`src/rtl/debug_avalon_ctrl_if.sv`:
```
// debug_avalon_ctrl_if: host-side Avalon-MM register port of the debug controller
interface debug_avalon_ctrl_if;
    logic [2:0]  avs_address;
    logic        avs_chipselect;
    logic        avs_read;
    logic        avs_write;
    logic [31:0] avs_writedata;
    logic [31:0] avs_readdata;
    logic        avs_waitrequest;
    modport master (
        output avs_address, avs_chipselect, avs_read, avs_write, avs_writedata,
        input  avs_readdata, avs_waitrequest
    );
    modport slave (
        input  avs_address, avs_chipselect, avs_read, avs_write, avs_writedata,
        output avs_readdata, avs_waitrequest
    );
endinterface

```
`src/rtl/debug_avalon_ctrl.sv`:
```
// debug_avalon_ctrl: turns host register accesses into one-shot debug transactions on the memory interconnect
module debug_avalon_ctrl #(
    parameter int TIMEOUT_CYCLES = 1024
) (
    input  logic                clk,
    input  logic                reset_n,
    debug_avalon_ctrl_if.slave  avs,
    output logic [2:0]          mode,
    output logic [31:0]         debugAddress,
    output logic [31:0]         DEBUGWrite,
    output logic                chipselect_debug,
    input  logic [31:0]         dataReadDebug,
    input  logic                doneExt,
    input  logic                doneInstr
);
    localparam int CW = $clog2(TIMEOUT_CYCLES);
    typedef enum logic [2:0] {S_IDLE, S_ARM, S_ISSUE, S_WAIT, S_CAPTURE} state_t;
    state_t state;
    logic [2:0] cmd, code;
    logic [31:0] rdata, rd_mux, status;
    logic done_f, timeout_f, overrun_f, illegal_f;
    logic [CW-1:0] cnt;
    logic wr, rd, busy, legal, start, sel_done, is_pc, is_read, counting, expire, set_done, set_ov, set_il;
    logic [3:0] clr;
    assign avs.avs_waitrequest = 1'b0;
    always_comb begin
        wr       = avs.avs_chipselect && avs.avs_write;
        rd       = avs.avs_chipselect && avs.avs_read;
        code     = avs.avs_writedata[2:0];
        busy     = state != S_IDLE;
        legal    = code != 3'd0 && code != 3'd7;
        start    = wr && avs.avs_address == 3'd0 && !busy && legal;
        sel_done = (cmd == 3'd1 || cmd == 3'd3) ? doneExt : doneInstr;
        is_pc    = cmd == 3'd5 || cmd == 3'd6;
        is_read  = is_pc || cmd == 3'd1 || cmd == 3'd2;
        counting = state == S_ARM || state == S_WAIT;
        expire   = counting && cnt == CW'(TIMEOUT_CYCLES - 1);
        set_done = state == S_CAPTURE;
        set_ov   = wr && busy && avs.avs_address <= 3'd2;
        set_il   = wr && avs.avs_address == 3'd0 && !busy && !legal;
        clr      = (wr && avs.avs_address == 3'd4) ? avs.avs_writedata[4:1] : 4'd0;
        status   = {27'd0, illegal_f, overrun_f, timeout_f, done_f, busy};
        rd_mux   = avs.avs_address == 3'd0 ? {29'd0, cmd} :
                   avs.avs_address == 3'd1 ? debugAddress :
                   avs.avs_address == 3'd2 ? DEBUGWrite :
                   avs.avs_address == 3'd3 ? rdata :
                   avs.avs_address == 3'd4 ? status : 32'd0;
    end
    always_ff @(posedge clk or negedge reset_n) begin
        if (!reset_n) begin
            state            <= S_IDLE;
            cmd              <= 3'd0;
            mode             <= 3'd0;
            chipselect_debug <= 1'b0;
            debugAddress     <= 32'd0;
            DEBUGWrite       <= 32'd0;
            rdata            <= 32'd0;
            avs.avs_readdata <= 32'd0;
            done_f           <= 1'b0;
            timeout_f        <= 1'b0;
            overrun_f        <= 1'b0;
            illegal_f        <= 1'b0;
            cnt              <= '0;
        end else begin
            avs.avs_readdata <= rd ? rd_mux : 32'd0;
            if (wr && !busy && avs.avs_address == 3'd1) debugAddress <= avs.avs_writedata;
            if (wr && !busy && avs.avs_address == 3'd2) DEBUGWrite <= avs.avs_writedata;
            // hardware sets override a same-cycle host clear
            done_f    <= (done_f && !clr[0] && !start) || set_done;
            timeout_f <= (timeout_f && !clr[1] && !start) || expire;
            overrun_f <= (overrun_f && !clr[2]) || set_ov;
            illegal_f <= (illegal_f && !clr[3]) || set_il;
            cnt <= start ? '0 : counting ? cnt + CW'(1) : cnt;
            chipselect_debug <= state == S_ARM && !expire && !is_pc && !sel_done;
            if (expire) begin
                state <= S_IDLE;
                mode  <= 3'd0;
            end else begin
                case (state)
                    S_IDLE: if (start) begin
                        state <= S_ARM;
                        cmd   <= code;
                        mode  <= code;
                    end
                    S_ARM: state <= is_pc ? S_CAPTURE : !sel_done ? S_ISSUE : S_ARM;
                    S_ISSUE: state <= S_WAIT;
                    S_WAIT: state <= sel_done ? S_CAPTURE : S_WAIT;
                    S_CAPTURE: begin
                        state <= S_IDLE;
                        mode  <= 3'd0;
                        if (is_read) rdata <= dataReadDebug;
                    end
                    default: begin
                        state <= S_IDLE;
                        mode  <= 3'd0;
                    end
                endcase
            end
        end
    end
endmodule
```
`src/flat_wrapper.sv`:
```
// flat-port wrapper written by rule: the top's interface ports become plain ports
module debug_avalon_ctrl_flat 
#(
    parameter int TIMEOUT_CYCLES = 1024
)
  (clk, reset_n, mode, debugAddress, DEBUGWrite, chipselect_debug, dataReadDebug, doneExt, doneInstr, avs_avs_address, avs_avs_chipselect, avs_avs_read, avs_avs_write, avs_avs_writedata, avs_avs_readdata, avs_avs_waitrequest);
  debug_avalon_ctrl_if avs_i ();
  input  logic clk;
  input  logic reset_n;
  output logic [2:0] mode;
  output logic [31:0] debugAddress;
  output logic [31:0] DEBUGWrite;
  output logic chipselect_debug;
  input  logic [31:0] dataReadDebug;
  input  logic doneExt;
  input  logic doneInstr;
  input wire logic [$bits(avs_i.avs_address)-1:0] avs_avs_address;
  input wire logic [$bits(avs_i.avs_chipselect)-1:0] avs_avs_chipselect;
  input wire logic [$bits(avs_i.avs_read)-1:0] avs_avs_read;
  input wire logic [$bits(avs_i.avs_write)-1:0] avs_avs_write;
  input wire logic [$bits(avs_i.avs_writedata)-1:0] avs_avs_writedata;
  output wire logic [$bits(avs_i.avs_readdata)-1:0] avs_avs_readdata;
  output wire logic [$bits(avs_i.avs_waitrequest)-1:0] avs_avs_waitrequest;
  assign avs_i.avs_address = avs_avs_address;
  assign avs_i.avs_chipselect = avs_avs_chipselect;
  assign avs_i.avs_read = avs_avs_read;
  assign avs_i.avs_write = avs_avs_write;
  assign avs_i.avs_writedata = avs_avs_writedata;
  assign avs_avs_readdata = avs_i.avs_readdata;
  assign avs_avs_waitrequest = avs_i.avs_waitrequest;
  debug_avalon_ctrl #(.TIMEOUT_CYCLES(TIMEOUT_CYCLES)) u_core (.clk(clk), .reset_n(reset_n), .avs(avs_i), .mode(mode), .debugAddress(debugAddress), .DEBUGWrite(DEBUGWrite), .chipselect_debug(chipselect_debug), .dataReadDebug(dataReadDebug), .doneExt(doneExt), .doneInstr(doneInstr));
endmodule
```
`config.mk`:
```
export PLATFORM = sky130hd
export DESIGN_NAME = debug_avalon_ctrl_flat
export DESIGN_NICKNAME = d
export VERILOG_FILES = /design/src/rtl/debug_avalon_ctrl_if.sv /design/src/rtl/debug_avalon_ctrl.sv /design/src/flat_wrapper.sv
export SDC_FILE = /design/constraint.sdc
export NUM_CORES = 1
export LEC_CHECK = 0
export ABC_AREA = 1
export CAP_MARGIN = 20
export CORE_MARGIN = 2
export CORE_UTILIZATION = 49
export DETAILED_ROUTE_END_ITERATION = 8
export PLACE_DENSITY = 0.8
export SYNTH_ARGS = -nofsm -noshare
export SYNTH_HDL_FRONTEND = slang
export SYNTH_SLANG_ARGS = --single-unit
```
`constraint.sdc`:
```
create_clock -name clk -period 1.6 [get_ports clk]
set_input_delay 0.24 -clock clk [delete_from_list [all_inputs] [get_ports clk]]
set_output_delay 0.24 -clock clk [all_outputs]
set_load 0.01 [all_outputs]
```
=== Word level (Yosys, flattened, before mapping) ===
Cells that the tools add are included.

* Bits in latches: 0
* Word-level logic and storage cells: 103
* RAM bits: 0
* Bits in read-only memories: 0
* Bits in registers: 152
* Memories: 0
* Output and inout bits: 101

* Reduce and logical (&&, ||, !) cells: 51
* Shifts and indexed selects: 0
* Multipliers: 0
* Equal/unequal tests: 17
* $add $sub $neg: 1
* Bitwise logic cells: 1
* Div/mod/pow operators: 0
* Mux-type cells: 19
* Magnitude comparators: 1

{| class="wikitable"
|+ Operators with widths
! cell !! count
|-
| two-way mux 32 bit || 5
|-
| logical AND 1 bit || 23
|-
| two-way mux 10 bit || 2
|-
| equality test 3 x 2 -> 1 bit, second input constant || 6
|-
| two-way mux 3 bit || 6
|-
| equality test 3 bit, second input constant || 4
|-
| case mux 3 bit (4 select lines) || 1
|-
| adder 10 x 1 -> 10 bit, second input constant || 1
|-
| equality test 10 bit, second input constant || 1
|-
| zero test 1 bit || 10
|-
| equality test 3 x 1 -> 1 bit, second input constant || 3
|-
| logical OR 1 bit || 9
|-
| zero test 3 bit || 2
|-
| case mux 3 bit (2 select lines) || 1
|-
| AND reduction 3 bit || 2
|-
| nonzero test 3 bit || 2
|-
| two-way mux 5 bit || 1
|-
| two-way mux 4 bit || 1
|-
| less-or-equal comparator 3 x 2 -> 1 bit, second input constant || 1
|-
| != test 3 x 1 -> 1 bit, second input constant || 1
|-
| != test 3 bit, second input constant || 1
|-
| OR reduction 3 bit || 1
|-
| two-way mux 2 bit || 1
|-
| != test 2 x 1 -> 1 bit, second input constant || 1
|-
| other kinds (4) || 4
|}

=== Logic depth before layout (Yosys ltp) ===
* Depth after elaboration: 7
* Mapped depth: 8
* Gate-level depth less buffers: 8

=== Worst setup path before layout ===
OpenSTA, ideal clock, no wires.

* Path kind: register to register
* Start point: reg u_core.state[0]
* End point: reg u_core.cnt[9]
* Arrival: 1.231 ns
* Data required time: 1.482 ns
* Buffers on the path: 1
* Setup time: 0.118 ns
* Clock period less this slack: 1.349 ns
* Path slack: 0.251 ns
* Stages on the path, launching flop included: 8
* Cell sequence: dfrtp_1 -> nor2_2 -> nand2_4 -> nor2_8 -> nand3_2 -> buf_4 -> nand3_1 -> nand2_1

* Longest elaborated chain between the ends: 5

{| class="wikitable"
|+ Ends and longest elaborated chain
! item !! RTL line !! source
|-
| start, declared || debug_avalon_ctrl.sv:18 || <nowiki>state_t state;</nowiki>
|-
| start signal, assigned || debug_avalon_ctrl.sv:85 || <nowiki>S_ARM: state <= is_pc ? S_CAPTURE : !sel_done ? S_ISSUE : S_ARM;</nowiki>
|-
| start signal, assigned || debug_avalon_ctrl.sv:87 || <nowiki>S_WAIT: state <= sel_done ? S_CAPTURE : S_WAIT;</nowiki>
|-
| nonzero test 3 bit || debug_avalon_ctrl.sv:30 || <nowiki>busy = state != S_IDLE;</nowiki>
|-
| zero test 1 bit || debug_avalon_ctrl.sv:32 || <nowiki>start = wr && avs.avs_address == 3'd0 && !busy && legal;</nowiki>
|-
| logical AND 1 bit (2 in a row) || debug_avalon_ctrl.sv:32 ||
|-
| two-way mux 10 bit / nonzero test 2 bit (equally long branches) || -- ||
|-
| end signal, assigned || debug_avalon_ctrl.sv:73 || <nowiki>cnt <= start ? '0 : counting ? cnt + CW'(1) : cnt;</nowiki>
|-
| end, declared || debug_avalon_ctrl.sv:22 || <nowiki>logic [CW-1:0] cnt;</nowiki>
|}

Several ways; a longest one is shown, not always the timed one.
A chain may end at the register's enable or synchronous reset.

=== Worst setup path in the final report ===
* Start point: reg u_core.debugAddress[25]
* End point: out debugAddress[25]

{| class="wikitable"
|+ RTL lines
! item !! RTL line !! source
|-
| start, declared || debug_avalon_ctrl.sv:9 || <nowiki>output logic [31:0] debugAddress,</nowiki>
|-
| start signal, assigned || debug_avalon_ctrl.sv:66 || <nowiki>if (wr && !busy && avs.avs_address == 3'd1) debugAddress <= avs.avs_writedata;</nowiki>
|-
| end, declared || flat_wrapper.sv:11 || <nowiki>output logic [31:0] debugAddress;</nowiki>
|}

No word-level cell between the ends.

==> reports/metrics.sh <==
RUN_STATUS='finished clean'
PRECTSSETUPSLACK_NS=-0.176
SYNTH_EDF_COUNT=0
SYNTH_LARGEST_AREA_CELL='sky130_fd_sc_hd__dfrtp_1'
AREAGROWTHSYNTHTOFINISH_PCT=44.5
DRTITER0DRC=424
DRTPASS1ITERATIONS=5
SYNTH-ASYNC-RESET-RATIO=1.00
SLOWEST_STAGE='sky130_fd_sc_hd__clkdlybuf4s50_1'
MULTI_INPUT_AREA_UM2=2330
NETSWITCHINGPOWER_uW=5180
DIEHEIGHT_UM=119
PIN_COUNT_OF_THE_BIGGEST_NET_ENTERING_GLOBAL_ROUTING=45
CRIT_PATH_MAX_FANOUT=3
PERIOD_SHARE=0.981
CTS.SINK_COUNT=152
SYNTHSIMPLEGATEAREAFRAC=0.226
FINALWIRELENGTH_MM=18.4
CLKTRANSATPATHREGS_NS=0.06
LARGEST_FAMILY_OF_LOGIC_CELLS_BY_SYNTHESIZED_AREA='simple AND/OR/NAND/NOR gates'
NUM_VIAS=5915
ALL_LAYER_GLOBAL_ROUTING_USAGE=0.271
TIMING.HOLD.WORST.CLASS='input port to async pin'
SYN-MEAN-INSTANCE-AREA_UM2=8.86
PATH_BUF_INV=1
CRITPATHMAXSTAGEDELAY_NS=0.54
SYNTH-XOR-AREA-SHARE=0.00404
TYPE_OF_THE_WORST_SETUP_PATH='flop to output pin'
GRT_FIRST_PASS_WIRELENGTH_MM=29.9
FINALHOLDVIOLCOUNT=0
CORE_REGION_AREA_UM2=13100
FINAL.MIN_CLOCK_PERIOD_NS=1.57
HPWLAFTERDP_MM=13.0
POST_SYNTH_INST_COUNT=734
FINAL.FILL_COUNT=962
WORST_R2R_PATH_DEPTH=7
CTS_TREE='done'
FINAL_CRITICAL_PATH_SETUP_SLACK_NS=0.0312
OVERFLOW=0
ROUTABILITY_CONGESTION_ESTIMATE_FROM_GLOBAL_PLACEMENT=0.944
DRT_DRC=0
NUMBER_OF_SLEW_LIMIT_VIOLATIONS_IN_THE_FINAL_REPORT=0
GRT_ANTENNA_BEFORE_REPAIR=0
START_UTIL=0.497
CP.ARRIVAL_NS=1.33
PWR-SHARE-COMB=0.328
SEQUENTIALPOWERSHARE=0.425
TIMING.CRITICAL_PATH.CELLS='clkdlybuf4s50_1'
FINAL_NET_COUNT=1013
DIE_WIDTH_UM=119
POST_SYNTH_FA_HA_MAJ_AREA_FRACTION=0.00192
CTS.ROOT.BUFFER_CELL='sky130_fd_sc_hd__clkbuf_16'
POST_ROUTE_CELLS_DRIVE_ABOVE_1_SHARE=0.0980
SYNTHTOPCELLSBYAREA='sky130_fd_sc_hd__dfrtp_1 (58%), sky130_fd_sc_hd__nand2_1 (13%), sky130_fd_sc_hd__o21ai_1 (5.1%)'
CLOCK_SKEW_NS=0.00713
TIMING.SETUP.TNS_NS=0
CELL_INTERNAL_PWR_uW=9770
STD_CELL_ROWS=42
YOSYS.CELL_TYPES.COUNT=31
NUM_IO_PINS=175
H-TREE-DEPTH=4
DIE_AR_UM2=14200
CLK_LATENCY_NS=0.43
POWER.STATIC_LEAKAGE_uW=0.00502
LAYOUT.CELLS.MOST_COMMON_LIST='sky130_fd_sc_hd__nand2_1 (229), sky130_fd_sc_hd__dfrtp_1 (152), sky130_fd_sc_hd__clkdlybuf4s50_1 (104), sky130_fd_sc_hd__o21ai_1 (66), sky130_fd_sc_hd__nand3_1 (60)'
MAX-CAP-VIOLATIONS=0
SYNTH.MUX.AREA_FRACTION=0
IR_DROP_mV=0.800
FIRST_GLOBAL_VIAS=5933
CRITPATHTOPFAMILY='buffers and inverters'
SYNTH-COMPOUND-AREA-SHARE=0.123
SYNTH_SEQ_CELLS=152
SYN-NUM-NETS=809
CRITPATHREQUIREDTIME_NS=1.36
POWER.CLOCK.FRACTION=0.248
REGAREA_UM2=3800
SYNTH-SEQ-AREA-SHARE=0.585
VIAS_PER_CELL=5.26
FINAL-SETUP-VIOL-COUNT=0
YOSYS.AREA.TOP_TYPE_SHARE=0.585
SYNTH.CELL_AREA_UM2=6500
TIMING.CRITICAL_PATH.DEPTH=1
YOSYS_WARNINGS=0
MOSTFREQUENTLAYOUTCELL='sky130_fd_sc_hd__nand2_1'
DRTANTENNAVIOLNETS=0
PORT_BUFFERS=173
POWER_DENSITY_nW_PER_UM2=1590
CLOCKBUFFERDEPTH=2
DRT-WIRELENGTH-PER-CELL_UM=16.4
YS.FLOP_TYPE='sky130_fd_sc_hd__dfrtp_1'
FMAX_GHz=0.637
SWITCHING_SHARE=0.347
WORST_SETUP_PATH_END_KIND='output pin'
CTS_BUFFERS=17
ANTENNA_CELLS_INSERTED=0
WORST_SETUP_PATH_START_KIND='flop'
-- worst register-to-register path: stages, from the launching register on --
cell and delay (ns):
sky130_fd_sc_hd__dfrtp_1 0.46, sky130_fd_sc_hd__nor2_4 0.18, sky130_fd_sc_hd__nand2_4 0.12, sky130_fd_sc_hd__nor2_8 0.18
sky130_fd_sc_hd__nand2_2 0.10, sky130_fd_sc_hd__nor2_4 0.19, sky130_fd_sc_hd__buf_12 0.13, sky130_fd_sc_hd__nor3_1 0.04
-- path summary, 6_finish.rpt --
kind / endpoint / slack, ns / start
max: debugAddress[25] / 0.03 / u_core.debugAddress[25]
min: u_core.DEBUGWrite[8] / 0.33 / reset_n
max reg2reg: u_core.cnt[0] / 0.08 / u_core.state[0]
min reg2reg: u_core.rdata[3] / 0.47 / u_core.rdata[3]
max in group asynchronous: u_core.cmd[2] / 0.67 / reset_n
min in group clk: u_core.rdata[28] / 0.37 / dataReadDebug[28]
-- cells by family (layout without fill, tap and decap cells) --
kind of cell | Yosys count | in the layout
simple gates | 340 | 340
flops | 152 | 152
compound gates | 145 | 145
buf+inv | 92 | 307
xor+xnor | 3 | 3
fa+ha+maj | 1 | 1
other cells | 1 | 1
-- through the flow --
step	cell area (µm²)	instances	total power (µW)	hold WS, ns	utilization
finish	9400	1125	15000	0.326	0.718
detailed placement	8740	1093	11600	0.197	0.668
floorplan	6500	734	8610	-0.0556	-
global route	9400	1125	15900	0.370	0.718
CTS	9260	1124	15100	0.342	0.708
global placement	8740	1093	11400	0.194	0.668
-- power by group through the flow --
| stage | Clock [µW] | Sequential [µW] | Combinational (µW) |
|---|---|---|---|
| after floorplan | 0 | 6570 | 2050 |
| after global placement | 0 | 6360 | 5080 |
| after detailed placement | 0 | 6390 | 5220 |
| after CTS | 3730 | 6340 | 5050 |
| after global routing | 3920 | 6530 | 5460 |
| final | 3700 | 6350 | 4900 |
-- cell usage after synthesis (4+ instances only) --
library cell / number
sky130_fd_sc_hd__inv_1: 53
sky130_fd_sc_hd__nor2_1: 25
sky130_fd_sc_hd__clkbuf_1: 6
sky130_fd_sc_hd__a22oi_1: 27
sky130_fd_sc_hd__nor2_2: 5
sky130_fd_sc_hd__o21ai_1: 66
sky130_fd_sc_hd__a21oi_1: 31
sky130_fd_sc_hd__nand3_1: 60
sky130_fd_sc_hd__dfrtp_1: 152
sky130_fd_sc_hd__nand4_1: 4
sky130_fd_sc_hd__nand2_1: 229
sky130_fd_sc_hd__buf_2: 28
sky130_fd_sc_hd__o21ai_0: 16
-- state kept, by name, indices dropped and copies added (netlist names) --
name / flops
u_core.illegal_f: 1
u_core.overrun_f: 1
u_core.cmd: 3
u_core.done_f: 1
u_core.cnt: 10
u_core.mode: 3
u_core.state: 3
u_core.timeout_f: 1
u_core.chipselect_debug: 1
u_core.avs.avs_readdata: 32
u_core.rdata: 32
u_core.DEBUGWrite: 32
u_core.debugAddress: 32
-- routing by layer --
metal	vias up	track usage	share of wire
met5	-	0	0
met4	0	0.0900	0.016
met3	27	0.0728	0.070
met2	230	0.456	0.51
met1	2844	0.341	0.41
li1	2814	-	-
-- final cells by class --
class                           instances  area share
Clock buffer                           21      0.0490
Clock inverter                          9     0.00826
Inverter                               56      0.0224
Multi-Input combinational cell        490       0.248
Sequential cell                       152       0.405
Tap cell                              176      0.0234
Timing Repair Buffer                  221       0.244
-- what timing repair did --
item | CTS | global route
setup endpoints to repair | 26 | 55
hold endpoints to repair | 38 | 0
hold buffers | 1 | 0
setup buffers | 0 | 1
pin swaps | 0 | 1
gates resized for setup | 26 | 44
(Power assumes the default switching activity.)
